### src/rtl/data_ram_dma_if.sv
// Data-RAM bus: req/gnt handshake, read data on rvalid one cycle after the
// granted read, err flagged in the granted cycle.
interface bus_if;
  logic        req;
  logic        we;
  logic [3:0]  be;
  logic [31:0] addr;
  logic [31:0] wdata;
  logic        gnt;
  logic [31:0] rdata;
  logic        rvalid;
  logic        err;

  modport master (
    output req, we, be, addr, wdata,
    input  gnt, rdata, rvalid, err
  );

  modport slave (
    input  req, we, be, addr, wdata,
    output gnt, rdata, rvalid, err
  );
endinterface

### src/rtl/data_ram_dma.sv
// Word-granular DMA over the data-RAM bus: copies a block between two
// data-RAM addresses, or fills a block with a constant pattern.
module data_ram_dma #(
  parameter int unsigned LEN_WIDTH = 16
) (
  input  logic                 clk_i,
  input  logic                 rst_ni,
  input  logic                 start_i,
  input  logic                 mode_i,
  input  logic [31:0]          src_addr_i,
  input  logic [31:0]          dst_addr_i,
  input  logic [LEN_WIDTH-1:0] len_i,
  input  logic [31:0]          fill_data_i,
  output logic                 busy_o,
  output logic                 done_o,
  output logic                 err_o,
  output logic [LEN_WIDTH-1:0] words_done_o,
  bus_if.master                bus
);

  typedef enum logic [2:0] {StIdle, StRd, StRwait, StWr, StDone} state_e;

  state_e                 state_q, state_d;
  logic [31:0]            src_q, src_d;
  logic [31:0]            dst_q, dst_d;
  logic [31:0]            fill_q, fill_d;
  logic [31:0]            buf_q, buf_d;
  logic [LEN_WIDTH-1:0]   rem_q, rem_d;
  logic [LEN_WIDTH-1:0]   words_q, words_d;
  logic                   mode_q, mode_d;
  logic                   err_q, err_d;

  always_ff @(posedge clk_i or negedge rst_ni) begin
    if (!rst_ni) begin
      state_q <= StIdle;
      src_q   <= '0;
      dst_q   <= '0;
      fill_q  <= '0;
      buf_q   <= '0;
      rem_q   <= '0;
      words_q <= '0;
      mode_q  <= 1'b0;
      err_q   <= 1'b0;
    end else begin
      state_q <= state_d;
      src_q   <= src_d;
      dst_q   <= dst_d;
      fill_q  <= fill_d;
      buf_q   <= buf_d;
      rem_q   <= rem_d;
      words_q <= words_d;
      mode_q  <= mode_d;
      err_q   <= err_d;
    end
  end

  // Bus outputs depend only on state and registers, so they stay stable
  // while a request waits for its grant.
  always_comb begin
    state_d   = state_q;
    src_d     = src_q;
    dst_d     = dst_q;
    fill_d    = fill_q;
    buf_d     = buf_q;
    rem_d     = rem_q;
    words_d   = words_q;
    mode_d    = mode_q;
    err_d     = err_q;
    bus.req   = 1'b0;
    bus.we    = 1'b0;
    bus.be    = 4'h0;
    bus.addr  = 32'h0;
    bus.wdata = 32'h0;

    unique case (state_q)
      StIdle: begin
        if (start_i) begin
          src_d   = src_addr_i;
          dst_d   = dst_addr_i;
          rem_d   = len_i;
          mode_d  = mode_i;
          fill_d  = fill_data_i;
          err_d   = 1'b0;
          words_d = '0;
          if (len_i == '0) begin
            state_d = StDone;
          end else if (mode_i) begin
            state_d = StWr;
          end else begin
            state_d = StRd;
          end
        end
      end

      StRd: begin
        bus.req  = 1'b1;
        bus.be   = 4'hF;
        bus.addr = {src_q[31:2], 2'b00};
        if (bus.gnt) begin
          if (bus.err) begin
            err_d   = 1'b1;
            state_d = StDone;
          end else begin
            src_d   = src_q + 32'd4;
            state_d = StRwait;
          end
        end
      end

      StRwait: begin
        if (bus.rvalid) begin
          buf_d   = bus.rdata;
          state_d = StWr;
        end
      end

      StWr: begin
        bus.req   = 1'b1;
        bus.we    = 1'b1;
        bus.be    = 4'hF;
        bus.addr  = {dst_q[31:2], 2'b00};
        bus.wdata = mode_q ? fill_q : buf_q;
        if (bus.gnt) begin
          if (bus.err) begin
            err_d   = 1'b1;
            state_d = StDone;
          end else begin
            dst_d   = dst_q + 32'd4;
            words_d = words_q + LEN_WIDTH'(1);
            rem_d   = rem_q - LEN_WIDTH'(1);
            if (rem_q == LEN_WIDTH'(1)) begin
              state_d = StDone;
            end else if (mode_q) begin
              state_d = StWr;
            end else begin
              state_d = StRd;
            end
          end
        end
      end

      StDone: begin
        state_d = StIdle;
      end

      default: begin
        state_d = StIdle;
      end
    endcase
  end

  assign busy_o       = (state_q == StRd) || (state_q == StRwait) || (state_q == StWr);
  assign done_o       = (state_q == StDone);
  assign err_o        = err_q;
  assign words_done_o = words_q;

endmodule

### src/flat_wrapper.sv
// flat-port wrapper written by rule: the top's interface ports become plain ports
module data_ram_dma_flat 
#(
  parameter int unsigned LEN_WIDTH = 16
)
  (clk_i, rst_ni, start_i, mode_i, src_addr_i, dst_addr_i, len_i, fill_data_i, busy_o, done_o, err_o, words_done_o, bus_req, bus_we, bus_be, bus_addr, bus_wdata, bus_gnt, bus_rdata, bus_rvalid, bus_err);
  bus_if bus_i ();
  input  logic clk_i;
  input  logic rst_ni;
  input  logic start_i;
  input  logic mode_i;
  input  logic [31:0] src_addr_i;
  input  logic [31:0] dst_addr_i;
  input  logic [LEN_WIDTH-1:0] len_i;
  input  logic [31:0] fill_data_i;
  output logic busy_o;
  output logic done_o;
  output logic err_o;
  output logic [LEN_WIDTH-1:0] words_done_o;
  output wire logic [$bits(bus_i.req)-1:0] bus_req;
  output wire logic [$bits(bus_i.we)-1:0] bus_we;
  output wire logic [$bits(bus_i.be)-1:0] bus_be;
  output wire logic [$bits(bus_i.addr)-1:0] bus_addr;
  output wire logic [$bits(bus_i.wdata)-1:0] bus_wdata;
  input wire logic [$bits(bus_i.gnt)-1:0] bus_gnt;
  input wire logic [$bits(bus_i.rdata)-1:0] bus_rdata;
  input wire logic [$bits(bus_i.rvalid)-1:0] bus_rvalid;
  input wire logic [$bits(bus_i.err)-1:0] bus_err;
  assign bus_req = bus_i.req;
  assign bus_we = bus_i.we;
  assign bus_be = bus_i.be;
  assign bus_addr = bus_i.addr;
  assign bus_wdata = bus_i.wdata;
  assign bus_i.gnt = bus_gnt;
  assign bus_i.rdata = bus_rdata;
  assign bus_i.rvalid = bus_rvalid;
  assign bus_i.err = bus_err;
  data_ram_dma #(.LEN_WIDTH(LEN_WIDTH)) u_core (.clk_i(clk_i), .rst_ni(rst_ni), .start_i(start_i), .mode_i(mode_i), .src_addr_i(src_addr_i), .dst_addr_i(dst_addr_i), .len_i(len_i), .fill_data_i(fill_data_i), .busy_o(busy_o), .done_o(done_o), .err_o(err_o), .words_done_o(words_done_o), .bus(bus_i));
endmodule
### config.mk
export PLATFORM = sky130hd
export DESIGN_NAME = data_ram_dma_flat
export DESIGN_NICKNAME = d
export VERILOG_FILES = /design/src/rtl/data_ram_dma_if.sv /design/src/rtl/data_ram_dma.sv /design/src/flat_wrapper.sv
export SDC_FILE = /design/constraint.sdc
export NUM_CORES = 1
export LEC_CHECK = 0
export BUFFER_PORTS_ARGS = -buffer_cell sky130_fd_sc_hd__buf_4
export CAP_MARGIN = 10
export CORE_MARGIN = 2
export CORE_UTILIZATION = 45
export CTS_CLUSTER_SIZE = 40
export DETAILED_ROUTE_END_ITERATION = 10
export GPL_TIMING_DRIVEN = 0
export PLACE_DENSITY = 0.7
export SLEW_MARGIN = 5
export SYNTH_ARGS = -nofsm -noshare
export SYNTH_HDL_FRONTEND = slang
export SYNTH_SLANG_ARGS = --single-unit
### constraint.sdc
create_clock -name clk_i -period 4.2 [get_ports clk_i]
set_input_delay 0.21 -clock clk_i [delete_from_list [all_inputs] [get_ports clk_i]]
set_output_delay 0.21 -clock clk_i [all_outputs]
set_load 0.005 [all_outputs]
==> run metrics <==
largest net degree at the start of global routing 84; clock transition at the registers of the reported paths 80 ps; CTS tree yes; mapped cell area 9350 um^2; CP Max Fanout 10; Levels on crit path 7; multi-input logic area 4900 um^2; Cell variety after synth 70; Startpoint Class register; Site Rows 52; f_max 330 MHz; Worst path top cell family by delay buffers and inverters; layout cells sized above 1 25.7%; worst path bufs/invs 4; Post-synth EDFFs 0; drt drc 0; R2R Setup Slk 1800 ps; Starting Density 46.1%; total power 8610 uW; Worst Skew 12.6 ps; H-tree depth 4; Hold Path Class input pin to register; Overflow after GRT 0; Placeable Area 20300 um^2; P&R area growth vs syn 36.4%; Hold WS 10.3 ps; Avg WL per Cell 19.6 um; hold depth 3; Die X 148 um; WP data required 3990 ps; crit-path most repeated cell buf_4; Top FF cell, synth dfrtp_1; Core Util, Final 62.8%; crit-path cells buf_4, and2b_1, nand2_1, clkbuf_1, buf_1, nor2_1, buf_4; pwr/cell area 675 nW/um^2; Syn Area/Cell 8.75 um^2; DR pass1 iterations 5; register area share after synthesis 43.1%; leak pwr 0.00576 uW; io pins 240; Warnings, synthesis 0; Clock Latency Late Sink 450 ps; Fill cells 1704; setup TNS 0 ps; Syn Inst Count 1069; Rel. slew slack 42.1%; post-route minimum period 3030 ps; vias per cell 5.85; Max-Cap Viols 0; DRT antenna net count 0; clock root buffer master clkbuf_16; critical path's largest stage delay 540 ps; initial antenna violation count 0; # port buffers 232; vias 9771; Final setup viols 0; Die Area 21900 um^2; RSZ-0062 raised after global routing false; outcome completed; DR iter-0 viols 918; register area 4030 um^2; Slew @ Worst Pin 861 ps; Post-Layout Cell Count 1671; critical path arrival 2820 ps; maximum clock path buffer count 2; post-DP HPWL 23300 um; R2R depth 7; Final Slew Violations 0; FFs w/ async S/R, synth 100%; chip height 148 um; Placed Instances 1573; maximum VDD drop 341 uV; critical path endpoint category output pin; Final period util 72.3%; fin nets 1543; Tot GR Track Use 29.5%; TritonCTS buffer count 17; Hold Fails Final Rpt 0; #FFs+latches synth 161; vias in the first global route 9346; crit path max-delay cell type clkbuf_1; final WL 32800 um; CTS Sinks 161; first-pass GRT wire length 50700 um; final estimated routing congestion in global placement 0.933; WS Path Type register to output pin
tightest hold or removal path: cells and delay by family:
kind | cells | cell delay (ps)
buffers and inverters | 1 | 90
AO/OA/AOI/OAI | 1 | 70
AND/OR/NAND/NOR | 1 | 40
final timing paths:
kind / from / endpoint
worst max register to register: u_core.state_q[0] / u_core.src_q[7]
min in group asynchronous: rst_ni / u_core.src_q[27]
max in group asynchronous: rst_ni / u_core.dst_q[24]
worst min-delay path: dst_addr_i[25] / u_core.dst_q[25]
worst max-delay path: u_core.state_q[1] / bus_wdata[1]
worst min register to register: u_core.fill_q[0] / u_core.fill_q[0]
layer usage:
layer | global-route usage [%] | wire length [um] | share of wire, % | up-vias
met4 | 10.4 | 943 | 2.9 | 0
met3 | 6.20 | 2960 | 9.0 | 66
met1 | 40.6 | 13700 | 42 | 4745
li1 | - | - | - | 4467
met2 | 46.2 | 15200 | 46 | 493
met5 | 0 | 0 | 0 | -
report_power, final:
group          internal, uW  switching, uW  leakage (uW)  total (uW)
sequential             2250            697       0.00194        2950
combinational          1740           2250       0.00352        4000
clock                   869            799      0.000308        1670
layout make-up:
class / count / area share [%]
antenna: 1 / 0.0196
sequential: 161 / 31.6
clock buffer: 17 / 3.33
multi-input combinational: 815 / 38.4
buffer: 80 / 2.92
timing repair buffer: 298 / 19.0
tap: 270 / 2.65
inverter: 14 / 0.412
clock inverter: 15 / 1.65
state kept, by name (all words and copies together), names as in the netlist:
signal               flops
u_core.mode_q            1
u_core.fill_q           32
u_core.words_done_o     16
u_core.buf_q            32
u_core.err_o             1
u_core.rem_q            16
u_core.state_q           3
u_core.src_q            30
u_core.dst_q            30
synthesized netlist by cell type (17+ instances only):
cell type | instances | area share, %
nor2_1 | 139 | 5.6
buf_2 | 34 | 1.8
dfrtp_1 | 161 | 43
nand4_1 | 25 | 1.7
nand3_1 | 45 | 2.4
nand2_1 | 168 | 6.7
mux2i_1 | 65 | 7.0
o22ai_1 | 17 | 1.1
nor3_1 | 24 | 1.3
mux2_2 | 32 | 3.9
clkbuf_1 | 33 | 1.3
o21ai_0 | 41 | 2.2
a2bb2oi_1 | 17 | 1.6
a21oi_1 | 69 | 3.7
cells by family after synthesis:
logic type	count (synthesis)	share of synthesized area [%]
compound gates	225	15.8
xor+xnor	14	1.31
fa+ha+maj	5	0.669
buf+inv	94	4.55
flops	161	43.1
mux	97	10.8
other cells	1	0.0401
simple gates	472	23.7
layout by cell type, fill, tap and decap left out, drive strengths merged, types with 6 or more instances in the layout:
master	synthesis	final
o22a	11	11
nand4	25	25
and2	6	6
nand2	168	168
dfrtp	161	161
buf	47	280
o21ai	45	45
nor2	140	140
a211oi	6	6
inv	14	19
a41oi	7	7
a31oi	9	9
a21oi	69	69
clkinv	0	9
o21a	9	9
nor4	19	19
xnor2	7	7
a2bb2oi	17	17
nor3	27	27
clkbuf	33	50
o22ai	17	17
mux2i	65	65
xor2	7	7
mux2	32	32
nand3	47	47
dlygate4sd3	0	65
and3	14	14
o2bb2ai	6	6
metrics by stage:
stage / instance area, um^2 / worst slack, ps
global placement: 11400 / 1670
floorplan: 9350 / 2380
global route: 12800 / 1010
CTS: 12800 / 1190
finish: 12800 / 1170
detailed placement: 11500 / 1670
what timing repair did:
item                                   CTS  global route
gates resized for setup                  0             0
buffers inserted                         0             0
endpoints found under the hold margin  146             0
hold buffers                            65             0
No activity file was read; power rests on OpenSTA's default activity.
